## src/rtl/imem_loader.sv

```systemverilog
// Serial program loader: takes a 16-bit big-endian word count and then the words
// byte by byte, writing each assembled word into instruction memory while the CPU is held.
module imem_loader #(
    parameter int          MAX_WORDS = 64,
    parameter logic [31:0] BASE_ADDR = 32'h0000_0000
) (
    input  logic        clk,
    input  logic        rst_n,
    input  logic        start,
    input  logic [7:0]  byte_in,
    input  logic        byte_valid,
    output logic        byte_ready,
    output logic        mem_we,
    output logic [31:0] mem_addr,
    output logic [31:0] mem_wdata,
    output logic        cpu_hold,
    output logic        done,
    output logic        error,
    output logic [15:0] word_count
);

    typedef enum logic [2:0] {
        IDLE  = 3'd0,
        HDR0  = 3'd1,
        HDR1  = 3'd2,
        DATA  = 3'd3,
        WRITE = 3'd4,
        DONE  = 3'd5,
        ERR   = 3'd6
    } state_t;

    localparam logic [16:0] MAX_LEN = 17'(MAX_WORDS);

    state_t      state;
    state_t      state_next;
    logic [15:0] length;
    logic [1:0]  byte_idx;
    logic [31:0] word_buf;
    logic        accept;
    logic [15:0] hdr_length;
    logic [15:0] count_inc;

    assign accept     = byte_valid && byte_ready;
    assign hdr_length = {length[15:8], byte_in};
    assign count_inc  = word_count + 16'd1;

    // Status outputs are pure decodes of the state, so reset forces them without a clock.
    assign byte_ready = (state == HDR0) || (state == HDR1) || (state == DATA);
    assign mem_we     = (state == WRITE);
    assign cpu_hold   = (state != DONE);
    assign done       = (state == DONE);
    assign error      = (state == ERR);

    // NOTE: sequential state uses non-blocking assignments so every register samples pre-edge values.
    always_ff @(posedge clk or negedge rst_n) begin
        if (!rst_n) state <= IDLE;
        else        state <= state_next;
    end

    // NOTE: state_next gets its default before the case so no path can infer a latch.
    always_comb begin
        state_next = state;
        unique case (state)
            IDLE, DONE, ERR: if (start) state_next = HDR0;
            HDR0:            if (accept) state_next = HDR1;
            HDR1: begin
                if (accept) begin
                    if (hdr_length == 16'd0)              state_next = DONE;
                    else if ({1'b0, hdr_length} > MAX_LEN) state_next = ERR;
                    else                                   state_next = DATA;
                end
            end
            DATA:            if (accept && byte_idx == 2'd3) state_next = WRITE;
            WRITE:           state_next = (count_inc == length) ? DONE : DATA;
            default:         state_next = IDLE;
        endcase
    end

    always_ff @(posedge clk or negedge rst_n) begin
        if (!rst_n) begin
            length     <= '0;
            byte_idx   <= '0;
            word_buf   <= '0;
            word_count <= '0;
            mem_addr   <= '0;
            mem_wdata  <= '0;
        end else begin
            unique case (state)
                IDLE, DONE, ERR: begin
                    if (start) begin
                        word_count <= '0;
                        byte_idx   <= '0;
                        length     <= '0;
                    end
                end
                HDR0: if (accept) length[15:8] <= byte_in;
                HDR1: if (accept) length[7:0]  <= byte_in;
                DATA: begin
                    if (accept) begin
                        unique case (byte_idx)
                            2'd0: word_buf[31:24] <= byte_in;
                            2'd1: word_buf[23:16] <= byte_in;
                            2'd2: word_buf[15:8]  <= byte_in;
                            2'd3: word_buf[7:0]   <= byte_in;
                            default: ;
                        endcase
                        byte_idx <= byte_idx + 2'd1;
                        // Address and data are latched on the last byte so they stay stable outside WRITE.
                        if (byte_idx == 2'd3) begin
                            mem_wdata <= {word_buf[31:8], byte_in};
                            mem_addr  <= BASE_ADDR + {14'd0, word_count, 2'b00};
                        end
                    end
                end
                WRITE: word_count <= count_inc;
                default: ;
            endcase
        end
    end

endmodule

```

## config.mk

```make
export PLATFORM = sky130hd
export DESIGN_NAME = imem_loader
export DESIGN_NICKNAME = d
export VERILOG_FILES = /design/src/rtl/imem_loader.sv
export SDC_FILE = /design/constraint.sdc
export NUM_CORES = 1
export LEC_CHECK = 0
export ABC_AREA = 1
export CORE_ASPECT_RATIO = 2
export CORE_UTILIZATION = 54
export CTS_BUF_LIST = sky130_fd_sc_hd__clkbuf_4 sky130_fd_sc_hd__clkbuf_8
export DETAILED_ROUTE_END_ITERATION = 8
export PLACE_DENSITY = 0.82
export SYNTH_ARGS = -nofsm -noshare
export SYNTH_HDL_FRONTEND = slang
export SYNTH_SLANG_ARGS = --single-unit
```

## constraint.sdc

```tcl
create_clock -name clk -period 2.18 [get_ports clk]
set_input_delay 0.436 -clock clk [delete_from_list [all_inputs] [get_ports clk]]
set_output_delay 0.436 -clock clk [all_outputs]
set_load 0.1 [all_outputs]
```

==> results.md, run 1 <==
- VDD IR max: 0.748 mV
- Synthesized area per cell: 9.03 µm²
- Die Y: 141 µm
- Crit path DAT: 2.28 ns
- Core Region: 0.00938 mm²
- Post-synth EDFFs: 0
- Tot Pwr: 6.84 mW
- ANT nets after route: 0
- Boundary Pins: 97
- Met2 Track Usage GR: 0.505
- First-pass GRT wire length: 21100 µm
- DIE AREA: 0.0101 mm²
- Register area share after synthesis: 0.522
- Cell variety after synth: 34
- Layout cells sized above 1: 0.253
- Critical path peak fanout: 8
- RSZ-0062 raised after global routing: yes
- Largest net degree at the start of global routing: 48
- Mapped Area: 0.00523 mm²
- Yosys reg bits: 109
- Post-DP HPWL: 9850 µm
- Filler cell count: 759
- CTS Buf Count: 9
- Worst endpoint required time: 2.44 ns
- Hold Path End: word_buf[30]
- Commonest non-fill, non-tap cells in the layout: nand2_1, dfrtp_1, buf_4, o21ai_0, inv_1
- YS warnings: 0
- Power Density: 1070 mW/mm²
- R2R depth: 16
- CTS tree: done
- Fin crit share: 0.931
- Final setup vio count: 0
- Top Usage Layer GRT: met2
- Least-Margin Pin Slew: 0.509 ns
- Ant diodes: 0
- Port Buffer Count: 80
- Routed WL per cell: 16.5 µm
- Vias per inst: 5.54
- Slew margin rel.: 0.660
- Final-report max-slew violation count: 0
- Starting DRT DRC Count: 243
- Longest Clk Path Bufs: 2
- Fin nets: 692
- RD Place Congestion: 0.897
- Initial Utilization: 0.557
- Vias post-DR: 4343
- Hold WC Path Type: reg -> reg
- Final worst slack: 0.151 ns
- Initial antenna violation count: 0
- Worst slack at placement: 0.0568 ns
- Vias in the first global route: 4462
- GR Util All Layers: 0.272
- Clk root buf: clkbuf_8
- Row Count: 50
- Synth area leader: dfrtp_1
- Clk sinks: 109
- Footprint of the multi-input gates: 0.00214 mm²
- R2r startpoint: word_count[1]
- Layout overhead on the synthesized area: 21.9%
- H-tree depth: 3
- Main synth FF type: dfrtp_1
- Final hold viol count: 0
- Synth area leaders: dfrtp_1, nand2_1, o21ai_0, nand3_1, mux2_2
- Max-cap violations: 0
- Critical path launch point type: flip-flop
- Met3 GRT Util: 0.0336
- Capturing element type of the critical path: flip-flop
- Yosys top cell area share: 0.522
- Hold Crit Depth: 2
- R2R setup slack: 0.15 ns
- Max Clock Skew: 0.00937 ns
- Tmin final: 2.03 ns
- Drt drc: 0
- GR Overflow Total: 0
- Async set-reset flop share out of synthesis: 1.00
- Reg2reg end: state[1]
- Worst skew pair latency: 0.37 ns
- DR pass1 iterations: 4
- Register Area: 0.00274 mm²
- Setup Crit Path Kind: reg -> reg
- Hold Path Origin: word_buf[30]
- Static leakage: 3.19 nW
- Die width: 71.6 µm
- Status: finished, final reports clean
- Met1 Track Usage GR: 0.294
- Fmax: 493 MHz
- Post-Route WL: 12900 µm
- Clock-pin slew on the worst setup and hold paths: 0.09 ns
- Commonest non-fill, non-tap cell in the layout: nand2_1
- Syn Inst Count: 579
kinds of logic after synthesis:
group | synth area share
other cells | 0.000717
simple gates | 0.219
flops | 0.522
compound gates | 0.0993
xor+xnor | 0.0120
mux | 0.0517
buf+inv | 0.0835
fa+ha+maj | 0.0120
worst max path at each step:
stage | start | endpoint | slack (ns) | cells past startpoint
2_1_floorplan | word_count[8] | state[1] | -0.10 | 13
6_report | word_count[1] | state[1] | 0.15 | 16
3_5_place_dp | byte_valid | mem_addr[13] | 0.06 | 8
3_3_place_gp | byte_in[3] | state[2] | 0.12 | 11
5_1_grt | word_count[1] | state[1] | -0.05 | 16
4_1_cts | state[2] | cpu_hold | 0.04 | 4
routing by layer:
metal,vias to the layer above,part of all wire
li1,2059,-
met1,2075,0.35
met5,-,0
met3,45,0.037
met2,164,0.56
met4,0,0.045
worst max-delay path, cell delays in order, from the launching register on:
cell and delay [ns]:
dfrtp_2 0.42, ha_2 0.22, nand2_2 0.09, nor2_4 0.22
nand3_1 0.12, nand2_1 0.10, nand2_1 0.09, nand2_1 0.06
nand2_1 0.04, nor2_1 0.11, nand2_1 0.08, nor2_2 0.11
nand2_1 0.06, nand2_1 0.06, nand2_1 0.04, nand2_1 0.05
nand2_1 0.04
synthesized netlist by cell type (2+ instances only):
cell      count
a21oi_1       2
buf_2         7
buf_4        17
clkbuf_1      8
dfrtp_1     109
ha_1          5
inv_1        63
mux2_2       24
nand2_1     128
nand2_2       7
nand3_1      55
nand4_1       9
nor2_1       20
nor2_2        7
nor2_4        6
nor2_8        2
nor3_1        3
nor4_1        2
o21ai_0      74
o21ai_1       6
o22ai_1      10
xnor3_1       2
xor2_1        2
state kept, by name, indices dropped and copies added, names as in the netlist:
signal      count
length         16
mem_addr       16
word_count     16
state           3
word_buf       24
byte_idx        2
mem_wdata      32
repair_timing:
action                                  CTS  global route
gates resized for setup                   0             2
endpoints found under the hold margin    15             0
setup buffers                             0             3
hold buffers                              1             0
endpoints found under the setup margin    0             4
final cells by class:
cell class / instances / share of cell area
sequential: 109 / 0.430
multi-input combinational: 388 / 0.336
timing repair buffer: 102 / 0.144
inverter: 65 / 0.0383
clock buffer: 12 / 0.0239
tap: 104 / 0.0204
clock inverter: 4 / 0.00765
power by group:
group          leakage (nW)  total, mW  switching (mW)  internal, mW
Combinational          1.61       2.94            2.03         0.914
Sequential             1.48       2.66           0.276          2.38
Clock                 0.107       1.24           0.650         0.588
Total                  3.19       6.84            2.95          3.88
through the flow:
step / setup TNS, ns / cell area (µm²) / std cells / utilization / hold slack (ns)
6_report: 0 / 6370 / 784 / 0.679 / 0.487
5_1_grt: -0.0453 / 6370 / 784 / 0.679 / 0.510
4_1_cts: 0 / 6350 / 781 / 0.677 / 0.493
3_5_place_dp: 0 / 6140 / 764 / 0.654 / 0.388
3_3_place_gp: 0 / 6140 / 764 / 0.654 / 0.385
2_1_floorplan: -0.221 / 5310 / 594 / - / 0.140
No activity file was read; power rests on OpenSTA's default activity.
==> inputs of run 2 (changes only) <==
==> constraint.sdc (replaced) <==
create_clock -name clk -period 2.18 [get_ports clk]
set_input_delay 0.327 -clock clk [delete_from_list [all_inputs] [get_ports clk]]
set_output_delay 0.327 -clock clk [all_outputs]
set_load 0.1 [all_outputs]
==> run 2 against run 1 <==
Effect of this change:
- non-clock buffer count down 8
- critical endpoint is now mem_we
- first-iteration DRC count is 8.2% higher
- largest power group unchanged
- sequential power barely moved
- critical path type is now reg -> out
- final area decreased by 1.6%
- clock-buffer cell count rose by 1
- register-to-register slack gained 0.099 ns
- sequential share of layout area grew 0.60 points
- die area is the same
- sequential cell count unchanged
==> results.md, run 2 (synthesis results as in run 1) <==
- Vias per inst: 5.58 (+0.78%)
- Critical path launch point type: flip-flop
- Met3 WL: 547 µm (+14%)
- Core Region: 0.00938 mm² (unchanged)
- Worst skew pair latency: 0.37 ns (about the same)
- Clk sinks: 109 (unchanged)
- Port Buffer Count: 80 (unchanged)
- Initial antenna violation count: 0 (unchanged)
- Commonest non-fill, non-tap cells in the layout: nand2_1, dfrtp_1, buf_4, o21ai_0, inv_1
- Commonest non-fill, non-tap cell in the layout: nand2_1
- Clk root buf: clkbuf_8
- CTS Buf Count: 9 (unchanged)
- Slowest cell on crit path: dfrtp_1
- Vias post-DR: 4332 (-0.25%)
- RD Place Congestion: 0.962 (+7.2%)
- Worst path top cell family by delay: flip-flops
- Biggest register: mem_wdata
- Setup Crit Path Kind: reg -> out
- Die width: 71.6 µm (unchanged)
- Final core occ: 0.668 (-0.0109)
- Final hold viol count: 0 (unchanged)
- Slowest stage delay, CP: 0.61 ns (+0.19 ns)
- Largest net degree at the start of global routing: 60 (+25%)
- Static leakage: 3.15 nW (-1.3%)
- Clock-pin slew on the worst setup and hold paths: 0.09 ns (about the same)
- R2R setup slack: 0.25 ns (+0.10 ns)
- Starting DRT DRC Count: 263 (+8.2%)
- Critical path peak fanout: 9 (+1)
- DR WL met2: 6970 µm (-4.1%)
- Longest Clk Path Bufs: 2 (unchanged)
- Hold WC Path Type: in -> async
- Power Density: 1080 mW/mm² (+0.69%)
- VDD IR max: 0.624 mV (-17%)
- Max reg flops: 32 (unchanged)
- Crit path DAT: 1.74 ns (-0.54 ns)
- Reg2reg end: state[1]
- Worst slack at placement: 0.0800 ns (+0.0231 ns)
- Fin crit share: 0.948 (+0.0175)
- Met1 Wirelength: 4420 µm (-3.6%)
- Switching Fraction: 0.431 (-0.000728)
- DR pass1 iterations: 5 (+1)
- DIE AREA: 0.0101 mm² (unchanged)
- Comb pwr share: 0.419 (-0.011)
- ANT nets after route: 0 (unchanged)
- Non-filler cells, final: 776 (-1.0%)
- Critical path buffers and inverters: 3 (+3)
- Placed Cells: 757 (-0.92%)
- R2r startpoint: word_count[1]
- Final worst slack: 0.113 ns (-0.0381 ns)
- Layout cells sized above 1: 0.235 (-0.0178)
- Final setup vio count: 0 (unchanged)
- Worst Hold Margin: 0.374 ns (-0.113 ns)
- Fmax: 484 MHz (-1.8%)
- Die Y: 141 µm (unchanged)
- Vias in the first global route: 4366 (-2.2%)
- Seq pwr share: 0.393 (+0.004)
- Setup TNS: 0 ns (unchanged)
- Initial Utilization: 0.557 (unchanged)
- RSZ-0062 raised after global routing: no
- GR Overflow Total: 0 (unchanged)
- Tmin final: 2.07 ns (+0.0381 ns)
- First-pass GRT wire length: 20700 µm (-1.9%)
- Max Clock Skew: 0.00392 ns (-0.00544 ns)
- Int Power: 3.85 mW (-0.81%)
- Drt drc: 0 (unchanged)
- Routed WL per cell: 16.3 µm (-0.83%)
- Worst endpoint required time: 1.85 ns (-0.59 ns)
- CTS tree: done
- Post-Route WL: 12700 µm (-1.8%)
- Top layer in use: met4
- Post-DP HPWL: 9760 µm (-0.89%)
- Boundary Pins: 97 (unchanged)
- Clock power frac: 0.188 (+0.007)
- Psw: 2.92 mW (-1.1%)
- Crit-path cells: inv_1 > nor2_4 > buf_4 > buf_12
- H-tree depth: 3 (unchanged)
- GR Util All Layers: 0.269 (-0.00252)
- Status: finished, final reports clean
- Capturing element type of the critical path: output port
- R2R depth: 16 (unchanged)
- Fin nets: 684 (-1.2%)
- Final-report max-slew violation count: 0 (unchanged)
- Row Count: 50 (unchanged)
- Layout overhead on the synthesized area: 20.0%
- Ant diodes: 0 (unchanged)
- Largest regs: mem_wdata x32, word_buf x24
- Max-cap violations: 0 (unchanged)
[run 2: repair_timing]
action | 4_1_cts | 5_1_grt
gates resized for setup | 0 | 1
hold endpoints to repair | 20 | 0
hold buffers | 1 | 0
setup buffers | 0 | 2
setup endpoints to repair | 0 | 1
[run 2: area by class of cell]
type                       instances  area (µm²)
inverter                          65         244
clock buffer                      13         166
clock inverter                     3        43.8
fill                             776        3110
sequential                       109        2730
multi-input combinational        388        2130
tap                              104         130
timing repair buffer              94         821
[run 2: layer usage]
layer,GRT usage,vias to the layer above
met1,0.280,2074
met3,0.0393,56
met5,0,-
li1,-,2051
met2,0.484,151
met4,0.189,0
[run 2: worst max-delay path by stage]
| stage | from | slack [ns] | depth (start not counted) | endpoint |
|---|---|---|---|---|
| 2_1_floorplan | word_count[4] | -0.15 | 13 | state[1] |
| 3_3_place_gp | byte_in[3] | 0.10 | 9 | state[1] |
| 3_5_place_dp | byte_in[3] | 0.08 | 9 | state[1] |
| 4_1_cts | state[2] | 0.09 | 4 | mem_we |
| 5_1_grt | word_count[1] | 0.006 | 16 | state[1] |
| 6_report | state[2] | 0.11 | 4 | mem_we |
[run 2: worst reg2reg max path, cell delays in order (launching register included)]
cell and delay [ns]:
dfrtp_2 0.41, ha_2 0.22, nand2_2 0.09, nor2_4 0.23
nand3_1 0.11, nand2_1 0.09, nand2_1 0.07, nand2_1 0.06
nand2_1 0.05, nor2_1 0.09, nand2_1 0.08, nor2_2 0.09
nand2_1 0.05, nand2_1 0.05, nand2_1 0.05, nand2_1 0.06
nand2_1 0.05
[run 2: stage by stage]
step           power (mW)  cell area (µm²)
2_1_floorplan        4.72             5300
3_3_place_gp         5.42             6030
3_5_place_dp         5.48             6030
4_1_cts              6.77             6250
5_1_grt              7.16             6270
6_report             6.77             6270
[run 2: power by group through the flow]
stage	registers [mW]	clock network, mW	logic [mW]
after CTS	2.66	1.31	2.79
after floorplan	3.01	0	1.71
after detailed placement	2.70	0	2.78
final	2.66	1.27	2.84
after global placement	2.68	0	2.73
after global routing	2.70	1.38	3.08
==> RTL change 1 (flow settings as in run 2) <==
Reset style: synchronous (`rst_n`), changed in 2 clocked blocks.
--- a/src/rtl/imem_loader.sv
+++ b/src/rtl/imem_loader.sv
@@ -52,7 +52,7 @@
     assign error      = (state == ERR);
 
     // NOTE: sequential state uses non-blocking assignments so every register samples pre-edge values.
-    always_ff @(posedge clk or negedge rst_n) begin
+    always_ff @(posedge clk) begin
         if (!rst_n) state <= IDLE;
         else        state <= state_next;
     end
@@ -76,7 +76,7 @@
         endcase
     end
 
-    always_ff @(posedge clk or negedge rst_n) begin
+    always_ff @(posedge clk) begin
         if (!rst_n) begin
             length     <= '0;
             byte_idx   <= '0;
Behaviour: differs if rst_n is asserted again (counterexample within 4 cycles, from zero or initial values and one cycle with rst_n low); with rst_n held inactive, the same outputs for 10 cycles.
==> RTL change 1 against run 2 <==
Wire length rose by 0.93%. Power fell by 24%. Synthesized area fell by 7.4%. Worst setup slack improved by 0.045 ns. First-iteration DRC count rose by 52%. Maximum frequency rose by 2.2%. Global-route usage rose by 1.6 points. Sequential cell count did not move. Cell area fell by 7.0%. Highest routed layer unchanged.
==> RTL change 1: results (changes against run 2) <==
status finished, final reports clean (unchanged); post-DP HPWL 9490 µm (was 9760 µm); drt wl/cell 14.8 µm (was 16.3 µm); critical path's slowest cell dfxtp_2 (was dfrtp_1); HP Start rst_n; first-pass GRT wire length 19,700 µm (was 20,700 µm); Setup Fix Bufs, Post-CTS 0 (unchanged); DRT Pass-1 Iters 4 (was 5); Fin Clk Skew 0.00759 ns (was 0.00392 ns); r2r startpoint word_count[0] (was word_count[1]); share of flip-flops with an asynchronous set or reset 0% (was 100%); share of post-route cells with drive strength above 1 18.0% (was 23.5%); placer congestion estimate 0.946 (was 0.962); largest net degree at the start of global routing 73 (was 60); r2r setup slk 0.16 ns (was 0.25 ns); cell area after placement 0.00563 mm² (was 0.00603 mm²); Worst path top cell family by delay simple AND/OR/NAND/NOR gates (was flip-flops); met3 usage 5.70% (was 3.93%); vias post-DR 4,615 (was 4,332); hold_ws 0.467 ns (was 0.374 ns); final instance area 0.00583 mm² (was 0.00627 mm²); met1 track utilization from global routing 28.9% (was 28.0%); worst min path class input port to flip-flop (was input port to async pin); Tightest Pin Transition ~0.66 ns; fill cell count 830 (was 776); vias in the first global route 4,241 (was 4,366); hold depth 3; clock-pin slew on the worst setup and hold paths 0.11 ns (was 0.09 ns); nets 779 (was 684); top cells by count, synth 136 x nor2_1, 119 x nand2_1, 109 x dfxtp_1 (was 128 x nand2_1, 109 x dfrtp_1, 74 x o21ai_0); yosys warns 0 (unchanged); biggest regs mem_wdata x32, word_buf x24 (unchanged); post-synthesis cell type count 31 (was 34); worst slack, placed 0.0202 ns (was 0.0800 ns); FF-to-FF path depth 15 (was 16); PortBufs 80 (unchanged); number of DRC markers in iteration 0 401 (was 263); P_leak 2.57 nW (was 3.15 nW); all-layer global routing usage 28.5% (was 26.9%); Via density 5.32 (was 5.58); reg2reg end state[1] (unchanged); placed cell count 851 (was 757); most area-consuming cells after synthesis dfxtp_1 45%, nor2_1 11%, nand2_1 9.2% (was dfrtp_1 52%, nand2_1 9.2%, o21ai_0 7.1%); H-Tree Depth 3 (unchanged); later-pin clock latency in the skew report roughly 0.38 ns; CP max FO 5 (was 9); CP max stage delay 0.40 ns (was 0.61 ns); CTS Buffer Depth 2 (unchanged); Critical Path AT 2.27 ns (was 1.74 ns); Max VDD drop 0.557 mV (was 0.624 mV); Remaining Overflow, GRT 0 (unchanged); met2 usage 52.3% (was 48.4%); sequential share of the synthesized area 45.1% (was 52.2%); Biggest register mem_wdata (unchanged); Synth Instances 679 (was 579)
RTL change 1: worst max path at each step:
stage,start,to,slack (ns),depth (start not counted)
finish,word_count[0],state[1],0.16,15
global route,word_count[0],state[2],0.008,14
CTS,word_count[0],state[1],0.06,15
detailed placement,byte_valid,mem_wdata[21],0.02,9
global placement,word_count[0],state[1],0.09,15
floorplan,state[2],error,0.02,2
RTL change 1: cell families after synthesis:
family / after synthesis / share of synthesized area [%]
buf+inv: 97 / 9.49
simple gates: 306 / 25.9
compound gates: 157 / 17.5
flops: 109 / 45.1
fa+ha+maj: 5 / 1.29
xor+xnor: 4 / 0.724
other cells: 1 / 0.0775
RTL change 1: final cells by class:
| cell class | count | share of cell area (%) |
|---|---|---|
| repair buffers | 100 | 14.3 |
| flip-flops and latches | 109 | 37.7 |
| well taps | 100 | 2.14 |
| clock buffers | 9 | 2.12 |
| inverters | 54 | 3.47 |
| clock inverters | 7 | 1.12 |
| multi-input cells | 488 | 39.1 |
RTL change 1: per-layer routing:
metal | up-vias | wire, µm
met1 | 2102 | 4720
met3 | 30 | 585
met4 | 0 | 372
met5 | - | 0
li1 | 2343 | -
met2 | 140 | 7120
RTL change 1: power by group:
| part | total (mW) | internal, mW | switching [mW] |
|---|---|---|---|
| Sequential | 2.23 | 2.13 | 0.0987 |
| Clock | 1.18 | 0.441 | 0.740 |
| Combinational | 1.75 | 0.524 | 1.23 |
RTL change 1: tightest hold or removal path, delay by kind of cell:
kind | cells | cell delay, ns
buffers and inverters | 2 | 0.30
AOI/OAI and AO/OA | 1 | 0.18
RTL change 1: repair_timing:
item | in CTS | in global routing
setup endpoints to repair | 0 | 2
gates resized for setup | 0 | 4
hold buffers | 0 | 0
==> RTL change 2 (flow settings as in run 2) <==
Made on the original files. Change the parameter `MAX_WORDS` from 64 to 32.
--- a/src/rtl/imem_loader.sv
+++ b/src/rtl/imem_loader.sv
@@ -1,7 +1,7 @@
 // Serial program loader: takes a 16-bit big-endian word count and then the words
 // byte by byte, writing each assembled word into instruction memory while the CPU is held.
 module imem_loader #(
-    parameter int          MAX_WORDS = 64,
+    parameter int          MAX_WORDS = 32,
     parameter logic [31:0] BASE_ADDR = 32'h0000_0000
 ) (
     input  logic        clk,
Function: changed (Yosys sat finds a counterexample within 4 cycles, from zero or initial values and one cycle with rst_n low).
==> RTL change 2 against run 2 <==
The flow now finishes with violations (DRC). Power is 4.4% lower. Global-route usage grew 0.35 points. Synthesized area is 2.3% lower. Count of clock-buffer cells in the layout down 3. Worst setup slack better by 0.060 ns. Cell area decreased by 1.4%. Wire length up 0.17%. Via count shrank 1.8%. Hold slack improved by 0.031 ns. Clock power fell by 6%. Sequential cell count did not move. Critical path type is now flip-flop to flip-flop. Critical endpoint is now state[1]. Highest routed layer unchanged.
==> RTL change 2: results (changes against run 2) <==
failing checks DRC; status complete, but fails checks (was finished, final reports clean); vias in the first global route 4,321 (was 4,366); Fin Clk Skew 0.00701 ns (was 0.00392 ns); met2 usage 49.1% (was 48.4%); hold_ws 0.404 ns (was 0.374 ns); CP Capture Point state[1] (was mem_we); FF-to-FF path depth 13 (was 16); Synth Area in XOR/XNOR 0.637% (was 1.20%); Non-Filler Instances 779 (was 776); P_leak 3.08 nW (was 3.15 nW); nets 689 (was 684); critical path launch point word_count[1] (was state[2]); placed cell count 761 (was 757); worst slack, placed 0.182 ns (was 0.0800 ns); most area-consuming cells after synthesis dfrtp_1 53%, nand2_1 11%, o21ai_0 6.9% (was dfrtp_1 52%, nand2_1 9.2%, o21ai_0 7.1%); number of DRC markers in iteration 0 281 (was 263); WL final 12,700 µm (about the same); Routed met2 length 6690 µm (was 6970 µm); clock-pin slew on the worst setup and hold paths 0.11 ns (was 0.09 ns); top cells by count, synth 150 x nand2_1, 109 x dfrtp_1, 70 x o21ai_0 (was 128 x nand2_1, 109 x dfrtp_1, 74 x o21ai_0); met1 track utilization from global routing 28.9% (was 28.0%); post-synthesis compound-gate area fraction 9.95% (was 9.93%); DR DRC count 20 (was 0); Via density 5.46 (was 5.58); mux share of post-synthesis cell area 5.29% (was 5.17%); Post-Synth Adder-Cell Area 1.23% (was 1.20%); Synth Instances 580 (was 579)
RTL change 2: changes by cell type after synthesis, sizes merged, moves of 2 or more:
cell	before	now
xnor3	2	0
o21ai	81	76
clkbuf	8	10
nor2	35	38
buf	24	22
nand3	56	52
nand2	136	150
nor4	2	0
RTL change 2: power by group through the flow:
stage	combinational, mW	clock, mW	sequential, mW
floorplan	1.59	0	2.94
detailed placement	2.63	0	2.66
global route	2.85	1.29	2.68
global placement	2.58	0	2.64
CTS	2.64	1.23	2.63
finish	2.64	1.20	2.63
RTL change 2: final cells by class:
class | instances | area, µm² | share of cell area, %
Inverter | 63 | 236 | 3.82
Timing Repair Buffer | 98 | 863 | 14.0
Multi-Input combinational cell | 391 | 2020 | 32.7
Clock buffer | 10 | 138 | 2.22
Sequential cell | 109 | 2740 | 44.3
Clock inverter | 6 | 57.6 | 0.930
Tap cell | 102 | 128 | 2.06
RTL change 2: critical path, delay by kind of cell, from the launching register on:
kind          cells  cell delay, ns
flops             1            0.42
simple gates     13            1.49
